`config.mk`:
```
export PLATFORM = sky130hd
export DESIGN_NAME = pulsegen_multi
export DESIGN_NICKNAME = d
export VERILOG_FILES = /design/src/rtl/pulsegen_multi.sv
export SDC_FILE = /design/constraint.sdc
export NUM_CORES = 2
export LEC_CHECK = 0
export ABC_CLOCK_PERIOD_IN_PS = 6700
export BUFFER_PORTS_ARGS = -buffer_cell sky130_fd_sc_hd__buf_2
export CAP_MARGIN = 20
export CORE_MARGIN = 2
export CORE_UTILIZATION = 40
export DETAILED_ROUTE_END_ITERATION = 12
export GPL_TIMING_DRIVEN = 0
export PLACE_DENSITY = 0.58
export SLEW_MARGIN = 20
export SYNTH_ARGS = -nofsm -noshare
export SYNTH_HDL_FRONTEND = slang
export SYNTH_SLANG_ARGS = --single-unit
```
`constraint.sdc`:
```
create_clock -name S_AXI_ACLK -period 6.7 [get_ports S_AXI_ACLK]
set_input_delay 1.34 -clock S_AXI_ACLK [delete_from_list [all_inputs] [get_ports S_AXI_ACLK]]
set_output_delay 1.34 -clock S_AXI_ACLK [all_outputs]
set_load 0.02 [all_outputs]
```
`src/rtl/pulsegen_multi.sv`:
```
// pulsegen_multi: NUM_CH independent programmable pulse-train generators.
// Each channel latches period/width/count at start, optionally waits for
// the shared sync level, then emits width-high / max(period-width,1)-low
// pulses either count times (done_o strobe at the end) or continuously.
//
// Ports:
//   S_AXI_ACLK, S_AXI_ARESETN   clock, async active-low reset
//   period_i, width_i, count_i  flat per-channel config, CNT_W bits each
//   sync_en_i                   per-channel: wait for sync_i after start
//   start_i, stop_i             per-channel one-cycle strobes
//   sync_i                      shared sync level
//   pulse_o, busy_o, done_o     per-channel outputs
module pulsegen_multi #(
    parameter int NUM_CH = 4,
    parameter int CNT_W  = 32
) (
    input  logic                    S_AXI_ACLK,
    input  logic                    S_AXI_ARESETN,
    input  logic [NUM_CH*CNT_W-1:0] period_i,
    input  logic [NUM_CH*CNT_W-1:0] width_i,
    input  logic [NUM_CH*CNT_W-1:0] count_i,
    input  logic [NUM_CH-1:0]       sync_en_i,
    input  logic [NUM_CH-1:0]       start_i,
    input  logic [NUM_CH-1:0]       stop_i,
    input  logic                    sync_i,
    output logic [NUM_CH-1:0]       pulse_o,
    output logic [NUM_CH-1:0]       busy_o,
    output logic [NUM_CH-1:0]       done_o
);

    localparam logic [1:0] S_IDLE  = 2'd0;
    localparam logic [1:0] S_ARMED = 2'd1;
    localparam logic [1:0] S_HIGH  = 2'd2;
    localparam logic [1:0] S_LOW   = 2'd3;

    localparam logic [CNT_W-1:0] ONE  = CNT_W'(1);
    localparam logic [CNT_W-1:0] ZERO = '0;

    for (genvar c = 0; c < NUM_CH; c++) begin : g_ch
        logic [1:0]       st_q, st_d;
        logic [CNT_W-1:0] per_q, per_d;
        logic [CNT_W-1:0] wid_q, wid_d;
        logic [CNT_W-1:0] cnt_q, cnt_d;
        logic [CNT_W-1:0] rem_q, rem_d;
        logic [CNT_W-1:0] np_q, np_d;
        logic             pulse_q, pulse_d;
        logic             done_q, done_d;
        logic [CNT_W-1:0] low_len;
        logic [CNT_W-1:0] per_in, wid_in, cnt_in;

        assign per_in = period_i[c*CNT_W +: CNT_W];
        assign wid_in = width_i[c*CNT_W +: CNT_W];
        assign cnt_in = count_i[c*CNT_W +: CNT_W];

        // Degenerate width >= period still gets a one-cycle low gap.
        assign low_len = (wid_q >= per_q) ? ONE : per_q - wid_q;

        always_comb begin
            st_d    = st_q;
            per_d   = per_q;
            wid_d   = wid_q;
            cnt_d   = cnt_q;
            rem_d   = rem_q;
            np_d    = np_q;
            pulse_d = pulse_q;
            done_d  = 1'b0;
            if (stop_i[c]) begin
                st_d    = S_IDLE;
                pulse_d = 1'b0;
            end else begin
                unique case (st_q)
                    S_IDLE: begin
                        if (start_i[c]) begin
                            per_d = per_in;
                            wid_d = wid_in;
                            cnt_d = cnt_in;
                            np_d  = ZERO;
                            if (wid_in == ZERO) begin
                                done_d = 1'b1;
                            end else if (sync_en_i[c]) begin
                                st_d = S_ARMED;
                            end else begin
                                st_d    = S_HIGH;
                                rem_d   = wid_in;
                                pulse_d = 1'b1;
                            end
                        end
                    end
                    S_ARMED: begin
                        if (sync_i) begin
                            st_d    = S_HIGH;
                            rem_d   = wid_q;
                            pulse_d = 1'b1;
                        end
                    end
                    S_HIGH: begin
                        if (rem_q == ONE) begin
                            st_d    = S_LOW;
                            rem_d   = low_len;
                            pulse_d = 1'b0;
                            // Counts pulses completed; wraps in continuous mode.
                            np_d    = np_q + ONE;
                        end else begin
                            rem_d = rem_q - ONE;
                        end
                    end
                    S_LOW: begin
                        if (rem_q == ONE) begin
                            if (cnt_q != ZERO && np_q == cnt_q) begin
                                st_d   = S_IDLE;
                                done_d = 1'b1;
                            end else begin
                                st_d    = S_HIGH;
                                rem_d   = wid_q;
                                pulse_d = 1'b1;
                            end
                        end else begin
                            rem_d = rem_q - ONE;
                        end
                    end
                    default: begin
                        st_d    = S_IDLE;
                        pulse_d = 1'b0;
                    end
                endcase
            end
        end

        always_ff @(posedge S_AXI_ACLK or negedge S_AXI_ARESETN) begin
            if (!S_AXI_ARESETN) begin
                st_q    <= S_IDLE;
                per_q   <= '0;
                wid_q   <= '0;
                cnt_q   <= '0;
                rem_q   <= '0;
                np_q    <= '0;
                pulse_q <= 1'b0;
                done_q  <= 1'b0;
            end else begin
                st_q    <= st_d;
                per_q   <= per_d;
                wid_q   <= wid_d;
                cnt_q   <= cnt_d;
                rem_q   <= rem_d;
                np_q    <= np_d;
                pulse_q <= pulse_d;
                done_q  <= done_d;
            end
        end

        assign pulse_o[c] = pulse_q;
        assign busy_o[c]  = (st_q != S_IDLE);
        assign done_o[c]  = done_q;
    end

endmodule

```
# Word level (Yosys, flattened, before mapping)
# Index checks and enable logic that the tools add are counted.
# word_totals
inputBits	399
regBits	656
output_inout_bits	12
word_cells	306
# classes
addsub	12
bitwise	4
n_reduce_logical	44
n_lt_le_gt_ge	4
muxes	138
n_eq_ne	72
# op_table
operator	count
two-way mux 32 bit	40
case mux 32 bit (4 select lines)	4
case mux 32 bit (2 select lines)	4
adder 32 x 1 -> 32 bit (second input constant)	4
equality test 32 x 1 -> 1 bit (second input constant)	4
equality test 32 bit	4
greater-or-equal comparator 32 bit	4
logical NOT 32 bit	4
nonzero test 32 bit	4
subtractor 32 x 1 -> 32 bit (second input constant)	4
subtractor 32 bit	4
!= test 3 bit (second input constant)	32
two-way mux 2 bit	29
two-way mux 1 bit	49
!= test 2 bit (second input constant)	20
case mux 2 bit (4 select lines)	4
AND reduction 7 bit	4
AND reduction 6 bit	4
AND reduction 5 bit	4
equality test 2 bit (second input constant)	8
case mux 1 bit (4 select lines)	4
AND reduction 4 bit	4
nonzero test 2 bit	8
AND reduction 3 bit	4
other kinds (5)	20

# Longest topological paths before layout
# logic_depth
word_depth	6
depth_mapped	16
depth_no_buf	14

# Least setup slack after synthesis
# Ideal clock, no wire load.
# synth_timing
path_kind	input -> register
start	input start_i[0]
end	register g_ch[0].np_q[23]
n_path_buf	2
setup_time_ns	0.078
path_stages	11
path_slack_ns	3.236
t_arrival_ns	3.386
cell_sequence	nand2_1 -> a21oi_1 -> nand4_1 -> a21oi_4 -> nand4_1 -> or3_1 -> buf_2 -> or2_1 -> buf_2 -> or3_1 -> a21oi_1
# synth_via
elab_chain_cells	2
# synth_rtl
item	line	text
start, declared	23	input logic [NUM_CH-1:0] start_i,
!= test 2 bit (no source line)	-	
AND reduction 4 bit (no source line)	-	
end signal, assigned	145	np_q <= np_d;
end, declared	45	logic [CNT_W-1:0] np_q, np_d;
# No other way between the ends.
# A chain may end at the register's enable or synchronous reset.

# Worst setup path in the final report
# layout_timing
start	register g_ch[3].st_q[0]
end	output busy_o[3]
# layout_via
elab_chain_cells	1
# layout_rtl
item	line	text
start, declared	40	logic [1:0] st_q, st_d;
start signal, assigned	140	st_q <= st_d;
nonzero test 2 bit	152	assign busy_o[c] = (st_q != S_IDLE);
end, declared	27	output logic [NUM_CH-1:0] busy_o,
# No other way between the ends.

==> impl_metrics.py <==
metrics = {
    "timing": {
        "fin_skew_ps": 32.1,
        "setup_viol": 0,
        "slew-limit-headroom_pct": 18.0,
        "finalMaxSlewViolations": 0,
        "final.setup.worst_slack_ps": 1960,
        "worst_slew_pin_slew_ps": 1220,
        "fin_crit_ps": 4740,
        "max_freq_mhz": 211,
        "hold_viol": 0,
        "rsz0062_at_grt": "false",
        "period_share_pct": 70.8,
    },
    "outcome": {
        "outcome": "finished, final reports clean",
    },
    "global_route": {
        "globalRouteTotalUtil_pct": 25.9,
        "use_met2_pct": 40.9,
        "grt_pass1_wl_um": 215000,
        "grt_pass1_vias": 36000,
        "overflow": 0,
        "top_usage_layer": "met2",
        "met3_usage_pct": 5.24,
        "grt_util_met1_pct": 34.5,
        "grt_start_max_net_pins": 91,
        "grt_antenna_before_repair": 18,
    },
    "finish": {
        "drive_gt1_share_pct": 19.3,
        "final_cell_area_um2": 48200,
        "syn2layout_area_growth_pct": 16.4,
        "final_common_cell": "dfrtp_1",
        "layout_common_cells": "656 x dfrtp_1, 414 x buf_2, 379 x nand2_1",
        "fin_nets": 5526,
    },
    "route": {
        "postRouteAntennaNets": 0,
        "wire_per_inst_um": 21.9,
        "drt_wl_total_um": 140000,
        "via_per_inst": 5.77,
        "dr_total_vias": 36900,
        "drc": 0,
        "first_pass_iters": 6,
        "drt-initial-drc-count": 3163,
    },
    "synth": {
        "synth-seq-area-share_pct": 39.7,
        "async_flop_share_pct": 100,
        "yosysUniqueCellTypes": 83,
        "synth_nets": 5027,
        "syn_inst": 4468,
        "syn_area_um2": 41400,
        "synth_warnings": 0,
        "synth_enable_flop_cells": 0,
        "synth-seq-cells": 656,
        "syn_area_per_cell_um2": 9.26,
        "synthFlopType": "dfrtp_1",
    },
    "job": {
        "cap_viol_max_count": 0,
    },
    "min_path": {
        "hold_start": "g_ch[3].rem_q[17]",
        "hold_class": "flop to flop",
        "min_to": "g_ch[3].rem_q[17]",
        "hold_depth": 2,
    },
    "floorplanning": {
        "die_height_um": 326,
        "die_x_um": 326,
        "coreArea_um2": 102000,
        "ios": 411,
        "start_util_pct": 40.5,
        "rows": 117,
        "fp.dieArea_um2": 106000,
    },
    "clocking": {
        "post_cts_resize_count": 0,
        "numCtsBuffers": 81,
        "root_buffer": "clkbuf_16",
        "ctsHtreeMaxLevel": 3,
        "post_cts_buffers": 0,
        "cts_sinks": 656,
        "cts_tree": "done",
        "clkLatencyLatePin_ps": 680,
        "cts_hold_buf": 0,
        "clock_path_buffers": 3,
        "path_clk_slew_ps": 60,
    },
    "placement": {
        "portBuffers": 408,
        "post-place-ws_ps": 2110,
        "gp_congestion": 0.946,
        "dp.final_hpwl_um": 107000,
        "place_area_um2": 45400,
    },
    "critical_path": {
        "cp_common_cell": "clkbuf_1",
        "arrival_ps": 3400,
        "cp-end-kind": "output pin",
        "critical_path_class": "flop to output pin",
        "cp_top_family": "buffers and inverters",
        "worst_setup_path_start_kind": "flop",
        "slowest_stage": "clkbuf_1",
        "critPathBufInv": 6,
        "reg2reg_slack_ps": 2040,
        "worstPathRequired_ps": 5360,
        "r2r_start": "g_ch[0].wid_q[24]",
        "reg2reg_depth": 13,
        "r2r-end": "g_ch[0].rem_q[13]",
        "crit_chain": "inv_1, ha_1, clkbuf_1, inv_1, clkbuf_1, clkbuf_1, buf_2",
        "crit_path_max_incr_delay_ps": 610,
        "critPathMaxFanout": 10,
    },
    "pwr": {
        "power_density_nw_per_um2": 538,
        "peakVddDrop_mv": 0.286,
        "p_leak_nw": 21.6,
    },
}
[logic make-up after synthesis]
family / count (synthesis) / synth area share [%]
AO/OA/AOI/OAI: 1058 / 16.2
flip-flops: 656 / 39.7
XOR/XNOR: 411 / 8.70
multiplexers: 384 / 10.4
buffers and inverters: 431 / 4.02
AND/OR/NAND/NOR: 1368 / 16.1
adder cells (fa/ha/maj): 160 / 4.91
[how the worst max path moves through the flow]
stage	from	to	slack [ps]	cells past startpoint
floorplan	start_i[0]	g_ch[0].np_q[23]	3240	11
global placement	S_AXI_ARESETN	g_ch[1].per_q[31]	-10520	1
detailed placement	width_i[56]	g_ch[1].rem_q[1]	2110	11
CTS	g_ch[3].st_q[0]	busy_o[3]	1990	7
global route	g_ch[0].wid_q[24]	g_ch[0].rem_q[13]	1780	13
finish	g_ch[3].st_q[0]	busy_o[3]	1960	7
[layer usage]
| metal | up-vias | routed length, um | share of wire [%] |
|---|---|---|---|
| met2 | 1467 | 63300 | 45 |
| met1 | 17900 | 60000 | 43 |
| li1 | 17200 | - | - |
| met4 | 24 | 6330 | 4.5 |
| met3 | 376 | 10500 | 7.5 |
| met5 | - | 143 | 0.10 |
[report_power, final]
group          internal [mW]  total [mW]  switching [mW]
Sequential              5.57        7.26            1.69
Clock                   2.78        4.67            1.89
Combinational           5.67        14.0            8.34
Total                   14.0        25.9            11.9
[cells in the mapped netlist (74+ instances only)]
library cell / number / share of area [%]
nand4_1: 76 / 1.1
nor4_1: 120 / 1.8
clkbuf_1: 178 / 1.6
a21o_1: 74 / 1.3
dfrtp_1: 656 / 40
a21oi_1: 298 / 3.6
nor2_1: 351 / 3.2
nand3_1: 91 / 1.1
nand2_1: 379 / 3.4
xor2_1: 276 / 5.8
xnor2_1: 135 / 2.9
inv_1: 227 / 2.1
ha_1: 156 / 4.7
o21ai_0: 282 / 3.4
mux2_2: 371 / 10
nor3_1: 83 / 1.0
[sequential cells by signal (all words and copies together), names as in the netlist]
signal / flops
g_ch.done_q: 4
g_ch.pulse_q: 4
g_ch.st_q: 8
g_ch.np_q: 128
g_ch.wid_q: 128
g_ch.cnt_q: 128
g_ch.rem_q: 128
g_ch.per_q: 128
[final cells by class]
type / count / area, um2
clock inverter: 40 / 514
clock buffer: 107 / 2270
inverter: 229 / 860
timing repair buffer: 416 / 2270
sequential: 656 / 16400
multi-input combinational: 3381 / 23300
antenna: 3 / 7.51
fill: 10100 / 54000
buffer: 202 / 805
tap: 1368 / 1710
[through the flow]
step	util [%]	total power [mW]	TNS [ps]	hold WS, ps	cells
after floorplan	-	16.8	0	449	4468
after global placement	44.2	20.9	-6781650	461	6244
after detailed placement	44.4	21.0	0	473	6252
after CTS	47.1	25.8	0	487	6399
after global routing	47.1	27.7	0	523	6400
final	47.1	25.9	0	482	6402
[worst reg2reg max path, cell delays in order, from the launching register on]
cell      delay, ps
dfrtp_1         430
inv_1            90
ha_1            270
clkbuf_1        370
nand4_1         310
nor4_1          900
a2111o_1        390
and3_1          180
clkbuf_1        380
clkbuf_1        610
nand3_1         190
a21oi_1         200
a21oi_1          60
o21ai_0         180
No activity file was read; power rests on OpenSTA's default activity.
